### config.mk
export PLATFORM = sky130hd
export DESIGN_NAME = ssbcc_uart_rx_inport
export DESIGN_NICKNAME = d
export VERILOG_FILES = /design/src/rtl/ssbcc_uart_rx_inport.sv
export SDC_FILE = /design/constraint.sdc
export NUM_CORES = 1
export LEC_CHECK = 0
export BUFFER_PORTS_ARGS = -buffer_cell sky130_fd_sc_hd__buf_2
export CORE_ASPECT_RATIO = 0.8
export CORE_MARGIN = 2
export CORE_UTILIZATION = 50
export DETAILED_ROUTE_END_ITERATION = 7
export HOLD_SLACK_MARGIN = 0.02
export PLACE_DENSITY = 0.66
export SYNTH_ARGS = -nofsm -noshare
export SYNTH_HDL_FRONTEND = slang
export SYNTH_SLANG_ARGS = --single-unit
### constraint.sdc
create_clock -name i_clk -period 3.5 [get_ports i_clk]
set_clock_uncertainty 0.15 [all_clocks]
set_input_delay 0.175 -clock i_clk [delete_from_list [all_inputs] [get_ports i_clk]]
set_output_delay 0.175 -clock i_clk [all_outputs]
set_load 0.03 [all_outputs]
### src/rtl/ssbcc_uart_rx_inport.sv
// 8N1 UART receiver for the 9x8 core inport bus: synchronizer, bit-timing FSM
// and a small circular FIFO that the core drains through its read strobe.
module ssbcc_uart_rx_inport #(
  parameter int G_CLOCK_DIV  = 8,
  parameter int G_FIFO_DEPTH = 16
) (
  input  logic       i_clk,
  input  logic       i_rst,
  input  logic       i_rx,
  input  logic       i_rd,
  input  logic       i_clr_overflow,
  output logic [7:0] o_data,
  output logic       o_empty,
  output logic       o_overflow,
  output logic       o_framing_err,
  output logic [1:0] o_state
);

  localparam int CW = $clog2(G_CLOCK_DIV);
  localparam int AW = $clog2(G_FIFO_DEPTH);
  localparam logic [CW-1:0] CNT_HALF = CW'(G_CLOCK_DIV / 2 - 1);
  localparam logic [CW-1:0] CNT_FULL = CW'(G_CLOCK_DIV - 1);

  typedef enum logic [1:0] {
    ST_IDLE  = 2'd0,
    ST_START = 2'd1,
    ST_DATA  = 2'd2,
    ST_STOP  = 2'd3
  } state_t;

  state_t          state, state_n;
  logic            sync1, s_rx;
  logic [CW-1:0]   cnt, cnt_n;
  logic [2:0]      idx, idx_n;
  logic [7:0]      shift, shift_n;
  logic            push_req, ferr_n, expire;
  logic [AW:0]     wr_ptr, rd_ptr;
  logic [7:0]      mem [G_FIFO_DEPTH];
  logic            full, empty, push, pop, ovf_set;

  always_ff @(posedge i_clk or negedge i_rst) begin
    if (!i_rst) begin
      sync1 <= 1'b1;
      s_rx  <= 1'b1;
    end else begin
      sync1 <= i_rx;
      s_rx  <= sync1;
    end
  end

  // Counter counts down to zero; loading N-1 makes expiry land N edges later.
  assign expire = (cnt == '0);

  always_comb begin
    state_n  = state;
    cnt_n    = cnt;
    idx_n    = idx;
    shift_n  = shift;
    push_req = 1'b0;
    ferr_n   = 1'b0;
    case (state)
      ST_IDLE: begin
        if (!s_rx) begin
          cnt_n   = CNT_HALF;
          state_n = ST_START;
        end
      end
      ST_START: begin
        if (!expire) begin
          cnt_n = cnt - 1'b1;
        end else if (s_rx) begin
          state_n = ST_IDLE;
        end else begin
          cnt_n   = CNT_FULL;
          idx_n   = 3'd0;
          state_n = ST_DATA;
        end
      end
      ST_DATA: begin
        if (!expire) begin
          cnt_n = cnt - 1'b1;
        end else begin
          shift_n = {s_rx, shift[7:1]};
          cnt_n   = CNT_FULL;
          idx_n   = idx + 1'b1;
          if (idx == 3'd7) state_n = ST_STOP;
        end
      end
      ST_STOP: begin
        if (!expire) begin
          cnt_n = cnt - 1'b1;
        end else begin
          state_n = ST_IDLE;
          if (s_rx) push_req = 1'b1;
          else      ferr_n   = 1'b1;
        end
      end
      default: state_n = ST_IDLE;
    endcase
  end

  always_ff @(posedge i_clk or negedge i_rst) begin
    if (!i_rst) begin
      state <= ST_IDLE;
      cnt   <= '0;
      idx   <= 3'd0;
      shift <= 8'h00;
    end else begin
      state <= state_n;
      cnt   <= cnt_n;
      idx   <= idx_n;
      shift <= shift_n;
    end
  end

  assign empty = (wr_ptr == rd_ptr);
  assign full  = (wr_ptr[AW] != rd_ptr[AW]) && (wr_ptr[AW-1:0] == rd_ptr[AW-1:0]);
  assign pop   = i_rd && !empty;
  // A simultaneous pop frees the slot, so a push into a full FIFO still lands.
  assign push    = push_req && (!full || pop);
  assign ovf_set = push_req && full && !pop;

  always_ff @(posedge i_clk or negedge i_rst) begin
    if (!i_rst) begin
      wr_ptr        <= '0;
      rd_ptr        <= '0;
      o_overflow    <= 1'b0;
      o_framing_err <= 1'b0;
    end else begin
      if (push) wr_ptr <= wr_ptr + 1'b1;
      if (pop)  rd_ptr <= rd_ptr + 1'b1;
      o_framing_err <= ferr_n;
      if (ovf_set)             o_overflow <= 1'b1;
      else if (i_clr_overflow) o_overflow <= 1'b0;
    end
  end

  always_ff @(posedge i_clk) begin
    if (push) mem[wr_ptr[AW-1:0]] <= shift;
  end

  assign o_data  = empty ? 8'h00 : mem[rd_ptr[AW-1:0]];
  assign o_empty = empty;
  assign o_state = state;

endmodule

---- Yosys cells after proc, flatten, opt, wreduce, memory -nomap -nowiden ----
Memory sizes are Yosys's and may differ from the RTL's.
Index checks and enable logic that the tools add are counted.
cells by class
  add/sub/neg operators ................... 4
  eq/ne operators ......................... 15
  multiplexer cells ....................... 28
  reductions and logical operators ........ 17
operators by type and width
  cell                                                                    count
  3-bit 2-to-1 mux                                                        8
  2-bit != test (second input constant)                                   7
  2-bit 2-to-1 mux                                                        6
  3-bit one-hot mux with 4 select lines                                   1
  5-bit by 1-bit adder with 5-bit output (second input constant)          2
  1-bit 2-to-1 mux                                                        10
  8-bit 2-to-1 mux                                                        1
  2-bit one-hot mux with 4 select lines                                   1
  3-bit one-hot mux with 2 select lines                                   1
  5-bit equality test                                                     1
  1-bit logical AND                                                       5
  5-bit AND reduction                                                     1
  2-bit equality test (second input constant)                             2
  4-bit equality test                                                     1
  4-bit AND reduction                                                     1
  2-bit nonzero test                                                      2
  3-bit by 1-bit adder with 3-bit output (second input constant)          1
  3-bit equality test (second input constant)                             1
  1-bit zero test                                                         3
  3-bit zero test                                                         1
  3-bit != test (second input constant)                                   1
  3-bit AND reduction                                                     1
  3-bit by 1-bit subtractor with 3-bit output (second input constant)     1
  2-bit by 1-bit equality test with 1-bit output (second input constant)  1
  other kinds (4)                                                         4
word-level totals
  register bits after elaboration ......... 30
  memory bits (writable) .................. 128
  input bits .............................. 5
  output and inout port bits .............. 13
  word-level logic and storage cells ...... 75
  memories ................................ 1
memories
  memory  words  bits a word  rd ports  clocked after memory_dff  write ports  RTL line  RTL
  mem     16     8            1         0                         1            38        logic [7:0] mem [G_FIFO_DEPTH];

---- Depth between registers and ports, before layout ----
Gate-level depths: netlist of the first run.
  depth in word-level cells ............... 7
  gate-level depth with buffers ........... 8

---- Worst setup path before layout of the first run ----
No wires, ideal clock.
  kind .................................... reg-to-reg
  start ................................... reg cnt[0]
  end ..................................... mem mem[15][0], enable pin
  arrival time ............................ 1909 ps
  required time ........................... 2963 ps
  path slack .............................. 1053 ps
  stages on the path, launching flop included .. 7
  path buffers ............................ 1
  period minus slack after synthesis ...... 2447 ps
  path through ............................ dfrtp_1 inv_1 ha_1 nor2b_1 buf_2 nand3_1 a2111oi_2
on the way
  cells in the longest elaborated chain, start to end .. 6
ends and longest elaborated chain
  what                                    RTL line  RTL
  start, declared                         33        logic [CW-1:0] cnt, cnt_n;
  start signal, assigned                  110       cnt <= cnt_n;
  3-bit zero test                         52        assign expire = (cnt == '0);
  1-bit 2-to-1 mux                        90        if (!expire) begin
  1-bit 2-to-1 mux                        61        case (state)
  1-bit logical AND                       120       assign push = push_req && (!full || pop);
  1-bit 2-to-1 mux                        139       if (push) mem[wr_ptr[AW-1:0]] <= shift;
  1-bit 2-to-1 mux (implied by the code)  139
  end, declared                           38
Every way passes these cells.

---- Worst setup path in the final report of the first run ----
  start ................................... reg cnt[0]
  end ..................................... mem mem[6][7], enable pin
Same word-level chain as after synthesis.

==> reports/metrics.cfg, run 1 <==
[yosys]
synthArstFlopShare=0.190
yosysUniqueCellTypes=45
synthCells=367
synthSimpleGateAreaFrac=0.0490
yosysSeqAreaShare=0.703
synthAdderAreaFrac=0.0268
syn_nets=386
ys.flop_type=edfxtp_1
synth_top_area_cell=edfxtp_1
yosysWarnings=0
synth_top_area_frac=0.588
synth_top_family_by_area=multiplexers
synth_compound_area_frac=0.0572
avgSynthCellArea_um2=17.8
synthTopCellsByArea=edfxtp_1, mux4_2, dfrtp_1, ha_1, a22oi_1
synth_common_cells=edfxtp_1, mux4_2, dfrtp_1, a21oi_1, a22oi_1
synth_edf_count=128
yosys_register_bits=158
syn_area_um2=6540
synth_xor_area_frac=0.0174
yosysMostFrequentCell=edfxtp_1
yosys-mux-area-fraction=0.126

[critical_path]
reg2reg_slack_ps=640
cp_slowest_cell=a21oi_2
required_ps=3430
r2r-start=cnt[0]
setup.worst_path.start=cnt[0]
cp-end-kind=flip-flop
arrival_ps=2790
cp_max_fo=14
crit_type=flip-flop to flip-flop
rr_endpoint=mem[6][7]
max_stage_delay_ps=640
path_cells=inv_1 > ha_1 > nor2b_1 > buf_4 > nand3_1 > a21oi_2 > and3_1
r2r.worst_path.cells=7
crit_path_start_kind=flip-flop
crit_path_end=mem[6][7]

[clock_network]
clock_sinks=158
cts.repair.resized=0
clockBufferDepth=2
cts_root_buf=clkbuf_16
htreeDepth=4
cts_setup_buffers=0
insertion_delay_ps=420
path_clk_slew_ps=70
cts_buffers=17
cts_tree=yes

[sta]
clock.fmax_ghz=0.350
min_period_ps=2860
period_share=0.817
tightest_slew_ps=775
fin_setup_tns_ps=0
relSlewSlack=0.483
rsz0062_at_grt=false
maxSlewViolCount=0
hold_viol=0
setup_viol=0
whs_ps=178

[floorplan]
die_h_um=106
start_util=0.510
fp.dieW_um=132
boundaryPins=18
rows=37
die_area_um2=14000
core_area_um2=12800

[pwr]
p_leak_nw=2.75
pwr-share-comb=0.265
power.share.sequential=0.393
p_per_area_nw_per_um2=807
p_int_mw=4.17
power_switching_mw=1.90
switching_share=0.313
ir_worst_vdd_v=0.000450
p_clk_frac=0.342
finalPower_mw=6.07

[placed_design]
dp_cells=547
numPortBuffers=17
hpwl_mm=8.45
gp_congestion=0.834

[detailed_routing]
drtAntennaViolNets=0
drc=0
drt_iter0_markers=462
route.met3.wl_mm=1.11
met2_length_mm=6.25
drtPass1Iterations=7
vias=3455
routedWlPerCell_um=23.2
dr.max_layer_used=met4
routed_wl_mm=13.6
wl_met1_mm=6.00
vias_per_cell=5.92

[finish]
nFillCells=966
area_growth_pct=15.1
fin_nets=415
final_layout_size_suffix_gt1_frac=0.249
final_util=0.586
fin_cells=584
diodes=0

[grt]
antenna_found_initial=0
grt_max_degree=36
grt_util_all_layers=0.208
grt.overflow.total=0
grt_pass1_wl_mm=20.6
grt_pass1_vias=3368

[run_status]
status=finished, final reports clean

[hold_path]
hp-class=input port to asynchronous set/reset pin

[flow_run]
maxCapViolCount=0

## state kept, by name (all words and copies together), names as in the netlist, named ones only
register and cells:
o_overflow 1, cnt 3, rd_ptr 5, idx 3
s_rx 1, mem 128, shift 8, o_framing_err 1
sync1 1, o_state 1, wr_ptr 5
## stage by stage
step	worst slack, ps	area, um^2
after CTS	699	7520
after detailed placement	716	6800
after global placement	792	6800
after floorplan	1050	6540
after global routing	432	7520
final	640	7520
## critical path, delay by kind of cell, from the launching register on
kind                     cells  cell delay [ps]
adder cells (fa/ha/maj)      1              180
AND/OR/NAND/NOR              3              870
AO/OA/AOI/OAI                1              640
flip-flops                   1              410
buffers and inverters        2              260
## cells in the final DEF, fill, tap and decap left out, types with 2 or more instances in the layout
master,Yosys,final
a31oi_1,2,2
and3_1,12,12
ha_1,14,14
nor2b_1,5,5
o21ai_0,3,3
nor2_1,6,6
mux2_1,2,2
a221o_1,2,2
a22oi_1,16,16
a21oi_1,18,18
dfstp_2,2,2
clkinvlp_4,0,4
clkbuf_16,0,17
nand3_1,6,6
mux4_2,32,32
xor2_1,11,11
clkinv_4,0,2
nand2_1,13,13
bufinv_16,0,6
mux2_2,7,7
and2_1,7,7
edfxtp_1,128,128
inv_1,11,11
xnor2_1,2,2
dfrtp_1,28,27
buf_4,0,7
a211oi_1,3,3
dlygate4sd3_1,0,5
buf_2,7,17
## layer usage
layer	track usage	up-vias
met2	0.295	145
li1	-	1514
met3	0.0572	20
met4	0.0776	0
met5	0	-
met1	0.309	1776
## power by group through the flow
stage | combinational, mW | sequential [mW] | clock, mW
after floorplan | 1.22 | 2.34 | 0
after global placement | 1.58 | 2.42 | 0
after detailed placement | 1.61 | 2.42 | 0
after CTS | 1.62 | 2.39 | 2.09
after global routing | 1.74 | 2.41 | 2.18
final | 1.61 | 2.38 | 2.08
## what timing repair did
item / CTS / global route
hold buffers: 5 / 0
hold endpoints to repair: 31 / 0
setup endpoints to repair: 0 / 0
## area by class of cell
type                    count  area, um^2  share of cell area
clock buffers              18         429              0.0571
clock inverters            14         240              0.0319
inverters                  11        41.3             0.00549
multi-input cells         179        1810               0.240
flip-flops and latches    158        4600               0.611
well taps                 175         219              0.0291
repair buffers             29         188              0.0250
## worst min path at each step
stage,to,cells after the start,from,slack (ps)
floorplan,asynchronous set/reset pin,0,i_rst,-270
global placement,asynchronous set/reset pin,1,i_rst,100
detailed placement,asynchronous set/reset pin,1,i_rst,110
CTS,cnt[0],2,i_rst,200
global route,s_rx,0,sync1,210
finish,cnt[0],2,i_rst,180
## kinds of logic after synthesis
kind of cell / count (synthesis)
DFF: 158
and+or+nand+nor: 57
AOI/OAI and AO/OA: 54
muxes: 41
buffers and inverters: 30
adders and majority gates: 14
xor gates and xnor gates: 13
No activity file was read; power rests on OpenSTA's default activity.
==> run 2, diff against run 1 <==
clock period = 2.85 ns   (was 3.5 ns; I/O delays follow)
==> run 2 against run 1 <==
Effect of this change:
- wire length down 1.1%
- utilization down 0.53 points
- hold slack worse by 38 ps
- clock power up 7%
- register-to-register slack worse by 170 ps
==> reports/metrics.cfg, run 2 (synthesized netlist as in run 1, its figures left out) <==
[grt]
antenna_found_initial=0  ; unchanged
grt_use_met2=0.303  ; +0.00860
grt_pass1_wl_mm=20.8  ; +1.0%
grt_util_all_layers=0.208  ; +0.000673
met3_usage=0.0629  ; +0.00572
grt_util_met1=0.304  ; -0.00517
grt_pass1_vias=3424  ; +1.7%
grt.overflow.total=0  ; unchanged
gr-max-usage-layer=met1
grt_max_degree=31  ; -14%

[flow_run]
maxCapViolCount=0  ; unchanged

[clock_network]
htreeDepth=4  ; unchanged
path_clk_slew_ps=60  ; about the same
cts_tree=yes
insertion_delay_ps=420  ; about the same
cts_setup_buffers=0  ; unchanged
cts_root_buf=clkbuf_16
clock_sinks=158  ; unchanged
cts_buffers=17  ; unchanged
clockBufferDepth=2  ; unchanged

[sta]
fin_setup_tns_ps=0  ; unchanged
tightest_slew_ps=781  ; +6.29 ps
min_period_ps=2700
period_share=0.946
finalWorstSetupSlack_ps=155  ; -486 ps
maxSlewViolCount=0  ; unchanged
relSlewSlack=0.479  ; -0.00420
clock.fmax_ghz=0.371
hold_viol=0  ; unchanged
setup_viol=0  ; unchanged
rsz0062_at_grt=false

[detailed_routing]
drtAntennaViolNets=0  ; unchanged
vias=3416  ; -1.1%
drt_iter0_markers=386  ; -16%
routedWlPerCell_um=22.9  ; -1.6%
drtPass1Iterations=5  ; -2
vias_per_cell=5.82  ; -1.6%
routed_wl_mm=13.4  ; -1.1%
drc=0  ; unchanged

[critical_path]
crit_path_end=o_data[3]
r2r.worst_path.cells=7  ; unchanged
rr_endpoint=mem[3][6]
reg2reg_slack_ps=470  ; -170 ps
setup.worst_path.start=rd_ptr[0]
r2r-start=cnt[0]
crit_path_start_kind=flip-flop
crit_type=flip-flop to output pin
required_ps=2560  ; -870 ps
cp-end-kind=output pin
cp_max_fo=19  ; +5
arrival_ps=2400  ; -390 ps

[finish]
final_layout_size_suffix_gt1_frac=0.260  ; +0.0103
area_growth_pct=14.1
seqCellArea_um2=4600  ; unchanged
fin_cells=587  ; +0.51%
fin_nets=418  ; +0.72%
multi_input_area_um2=1810  ; unchanged
nFillCells=981  ; +1.6%
final_common_cell=edfxtp_1
largest_reg_flops=128  ; unchanged
final_cell_mix=edfxtp_1, mux4_2, dfrtp_1
diodes=0  ; unchanged

[pwr]
ir_worst_vdd_v=0.000532  ; +18%
finalPower_mw=7.13  ; +18%
p_leak_nw=2.72  ; -0.83%
p_per_area_nw_per_um2=957  ; +19%

[floorplan]
boundaryPins=18  ; unchanged
die_area_um2=14000  ; unchanged
core_area_um2=12800  ; unchanged
rows=37  ; unchanged
die_h_um=106  ; unchanged
start_util=0.510  ; unchanged
fp.dieW_um=132  ; unchanged

[placed_design]
hpwl_mm=8.55  ; +1.2%
gp_congestion=0.902  ; +8.2%
dpl_worst_slack_ps=485  ; -231 ps
dp_cells=550  ; +0.55%
numPortBuffers=17  ; unchanged

[run_status]
status=finished, final reports clean

[hold_path]
hp-class=input port to asynchronous set/reset pin

==> run 2: cell types whose count changed in the layout (fill, tap and decap cells not counted) <==
cell | previous run | this run
clkinv_2 | 0 | 1
buf_4 | 7 | 10
clkinv_1 | 1 | 0
clkinv_4 | 2 | 1
inv_6 | 1 | 6
clkbuf_1 | 1 | 0
bufinv_16 | 6 | 1
inv_8 | 0 | 1
clkinv_8 | 0 | 1
==> run 2: final cells by class <==
class | count | area share
timing repair buffer | 32 | 0.0282
multi-input combinational | 179 | 0.242
clock buffer | 17 | 0.0571
clock inverter | 15 | 0.0206
sequential | 158 | 0.617
inverter | 11 | 0.00554
tap | 175 | 0.0294
==> run 2: worst min-delay path by stage <==
stage	end	depth (start not counted)	slack [ps]
after CTS	idx[2]	2	160
after global routing	sync1	2	190
after detailed placement	idx[2]	1	80
after global placement	idx[2]	1	80
final	o_state[0]	2	140
after floorplan	asynchronous set/reset pin	0	-300
==> run 2: critical path, cell delays in order, from the launching register on <==
cell	delay (ps)
dfrtp_2	390
buf_4	340
mux4_2	560
a22oi_1	330
a21oi_1	150
buf_2	200
==> run 2: report_power, final <==
group	switching, mW	leakage, nW	internal, mW
Combinational	1.18	0.851	0.803
Sequential	0.251	1.60	2.69
Clock	0.987	0.272	1.23
Total	2.41	2.72	4.72
==> run 2: stage by stage <==
step	hold WS [ps]	utilization	instance area [um^2]
after CTS	158	0.581	7450
after global placement	82.1	0.532	6820
after global routing	193	0.581	7450
after detailed placement	81.1	0.532	6820
after floorplan	-303	-	6540
final	140	0.581	7450
==> run 2: routing by layer <==
metal  part of all wire  routed length [um]
met2               0.46                6190
met1               0.46                6190
met4              0.013                 174
met5                  0                   0
met3              0.065                 878
==> run 2: repair_timing <==
| item | 4_1_cts | 5_1_grt |
|---|---|---|
| resized for setup | 0 | 0 |
| hold buffers | 5 | 0 |
| endpoints found under the setup margin | 0 | 0 |
| hold endpoints to repair | 36 | 0 |
==> run 3, diff against run 2 <==
CORE_UTILIZATION = 55   (was 50)
PLACE_DENSITY = 0.74   (was 0.66)
clock period = 2.2 ns   (was 2.85 ns; I/O delays follow)
==> run 3 against run 2 <==
Effect of this change:
- the flow now finishes with violations (negative setup slack)
- clock power up 34%
- first-iteration DRC count down 4.9%
- design area up 8.0%
- global-route usage up 1.7 points
- critical path depth up 1
- final cell count up 1.2%
- count of clock-buffer cells in the layout up 2
- utilization up 11 points
- largest power group unchanged
==> reports/metrics.cfg, run 3 (synthesized netlist as in run 1, its figures left out) <==
[run_status]
status=finished with violations
failed_checks=negative setup slack

[floorplan]
rows=35  ; -5.4%
die_area_um2=12800  ; -8.8%
start_util=0.565  ; +0.0556
core_area_um2=11600  ; -9.8%
boundaryPins=18  ; unchanged
die_h_um=101  ; -4.5%
fp.dieW_um=126  ; -4.5%

[clock_network]
path_clk_slew_ps=60  ; about the same
htreeDepth=4  ; unchanged
clock_sinks=158  ; unchanged
cts_tree=yes
insertion_delay_ps=420  ; about the same
clockBufferDepth=2  ; unchanged
cts_root_buf=clkbuf_16
cts_buffers=17  ; unchanged

[sta]
relSlewSlack=0.451  ; -0.0281
finalWorstSetupSlack_ps=-230  ; -384 ps
tightest_slew_ps=823  ; +42.2 ps
setup_viol=51  ; +51
rsz0062_at_grt=true
clock.fmax_ghz=0.412
maxSlewViolCount=0  ; unchanged
hold_viol=0  ; unchanged
period_share=1.10
min_period_ps=2430

[critical_path]
path_delay_family=multiplexers
cp_slowest_cell=mux4_2
cp.depth=6  ; +1
path_cells=buf_12 > clkbuf_16 > mux4_2 > a22oi_2 > a21oi_1 > buf_4
cp_max_fo=8  ; -11
cp-end-kind=output pin
r2r.worst_path.cells=9  ; +2
worst-path-buf-inv=3  ; +1
arrival_ps=2170  ; -230 ps
required_ps=1940  ; -620 ps
crit_type=flip-flop to output pin
max_stage_delay_ps=530  ; -30 ps
crit_path_start_kind=flip-flop

[grt]
grt.overflow.total=0  ; unchanged
grt_max_degree=36  ; +16%
antenna_found_initial=0  ; unchanged
grt_util_all_layers=0.226  ; +0.0173
grt_pass1_vias=3555  ; +3.8%
grt_pass1_wl_mm=20.6  ; -1.1%

[detailed_routing]
drtPass1Iterations=5  ; unchanged
drc=0  ; unchanged
routed_wl_mm=14.3  ; +6.7%
drt_iter0_markers=367  ; -4.9%
vias_per_cell=6.13  ; +5.4%
routedWlPerCell_um=24.1  ; +5.5%
drtAntennaViolNets=0  ; unchanged
vias=3642  ; +6.6%

[finish]
final_layout_size_suffix_gt1_frac=0.395  ; +0.135
fin_nets=452  ; +8.1%
nFillCells=724  ; -26%
final_common_cell=edfxtp_1
diodes=0  ; unchanged
area_growth_pct=23.1
final_util=0.696  ; +0.115
final_cell_area_um2=8050  ; +8.0%
largest_reg_flops=128  ; unchanged
final_cell_mix=edfxtp_1, buf_4, mux4_2

[placed_design]
gp_congestion=0.822  ; -8.9%
hpwl_mm=8.35  ; -2.4%
post_dp_cell_area_um2=6990  ; +2.5%
numPortBuffers=17  ; unchanged

[pwr]
ir_worst_vdd_v=0.000688  ; +29%
p_per_area_nw_per_um2=1270  ; +33%
p_leak_nw=2.96  ; +8.8%

[flow_run]
maxCapViolCount=0  ; unchanged

[hold_path]
hp-class=input port to asynchronous set/reset pin

run 3: cell count changes in the layout (fill, tap and decap cells not counted), sizes merged:
cell and delta:
clkinv +1, and2 +1, clkinvlp -1, clkbuf +4, dlygate4sd3 -1, dlymetal6s4s +1
buf +31, inv -4, bufinv +2
run 3: metrics by stage:
stage	setup WS (ps)	power [mW]	setup TNS, ps	hold slack (ps)	std cells
floorplan	-20.4	5.69	-1460	-336	367
finish	-230	10.2	-4740	111	594
CTS	-277	9.70	-2010	124	579
global route	-278	10.6	-8720	173	594
detailed placement	35.0	6.62	0	34.8	540
global placement	89.3	6.56	0	36.0	540
run 3: repair_timing:
| action | 4_1_cts | 5_1_grt |
|---|---|---|
| pin swaps | 2 | 8 |
| hold endpoints to repair | 36 | 0 |
| cloned | 0 | 3 |
| buffers inserted | 2 | 15 |
| hold buffers | 5 | 0 |
| endpoints found under the setup margin | 9 | 129 |
| resized for setup | 14 | 53 |
run 3: worst reg2reg max path: cells and delay by family, from the launching register on:
family	cells	cell delay, ps
simple gates	1	60
compound gates	1	300
buf+inv	6	910
flops	1	450
xor+xnor	1	190
run 3: path summary, 6_finish.rpt:
kind | start | end | slack, ps
setup / recovery | rd_ptr[0] | o_data[7] | -230
hold / removal | i_rst | asynchronous set/reset pin | 110
setup reg to reg | rd_ptr[0] | mem[15][2] | -140
hold reg to reg | sync1 | s_rx | 210
max in group asynchronous | i_rst | rd_ptr[0] | 1310
min in group i_clk | i_rx | sync1 | 190
run 3: area by class of cell:
type | instances | area, um^2 | area share
Clock buffer | 19 | 433 | 0.0538
Clock inverter | 13 | 164 | 0.0204
Inverter | 11 | 41.3 | 0.00513
Multi-Input combinational cell | 180 | 2010 | 0.250
Sequential cell | 158 | 4600 | 0.571
Tap cell | 148 | 185 | 0.0230
Timing Repair Buffer | 65 | 612 | 0.0760
run 3: metal layers:
metal	wire length (um)	global-route usage	vias up
met5	0	0	-
met4	212	0.106	0
met3	1070	0.0576	18
met2	7000	0.346	169
met1	6050	0.311	1869
li1	-	-	1586
run 3: power by group:
part / internal [mW] / switching, mW
clock: 1.79 / 1.17
combinational: 1.65 / 1.84
sequential: 3.48 / 0.270
total: 6.93 / 3.28
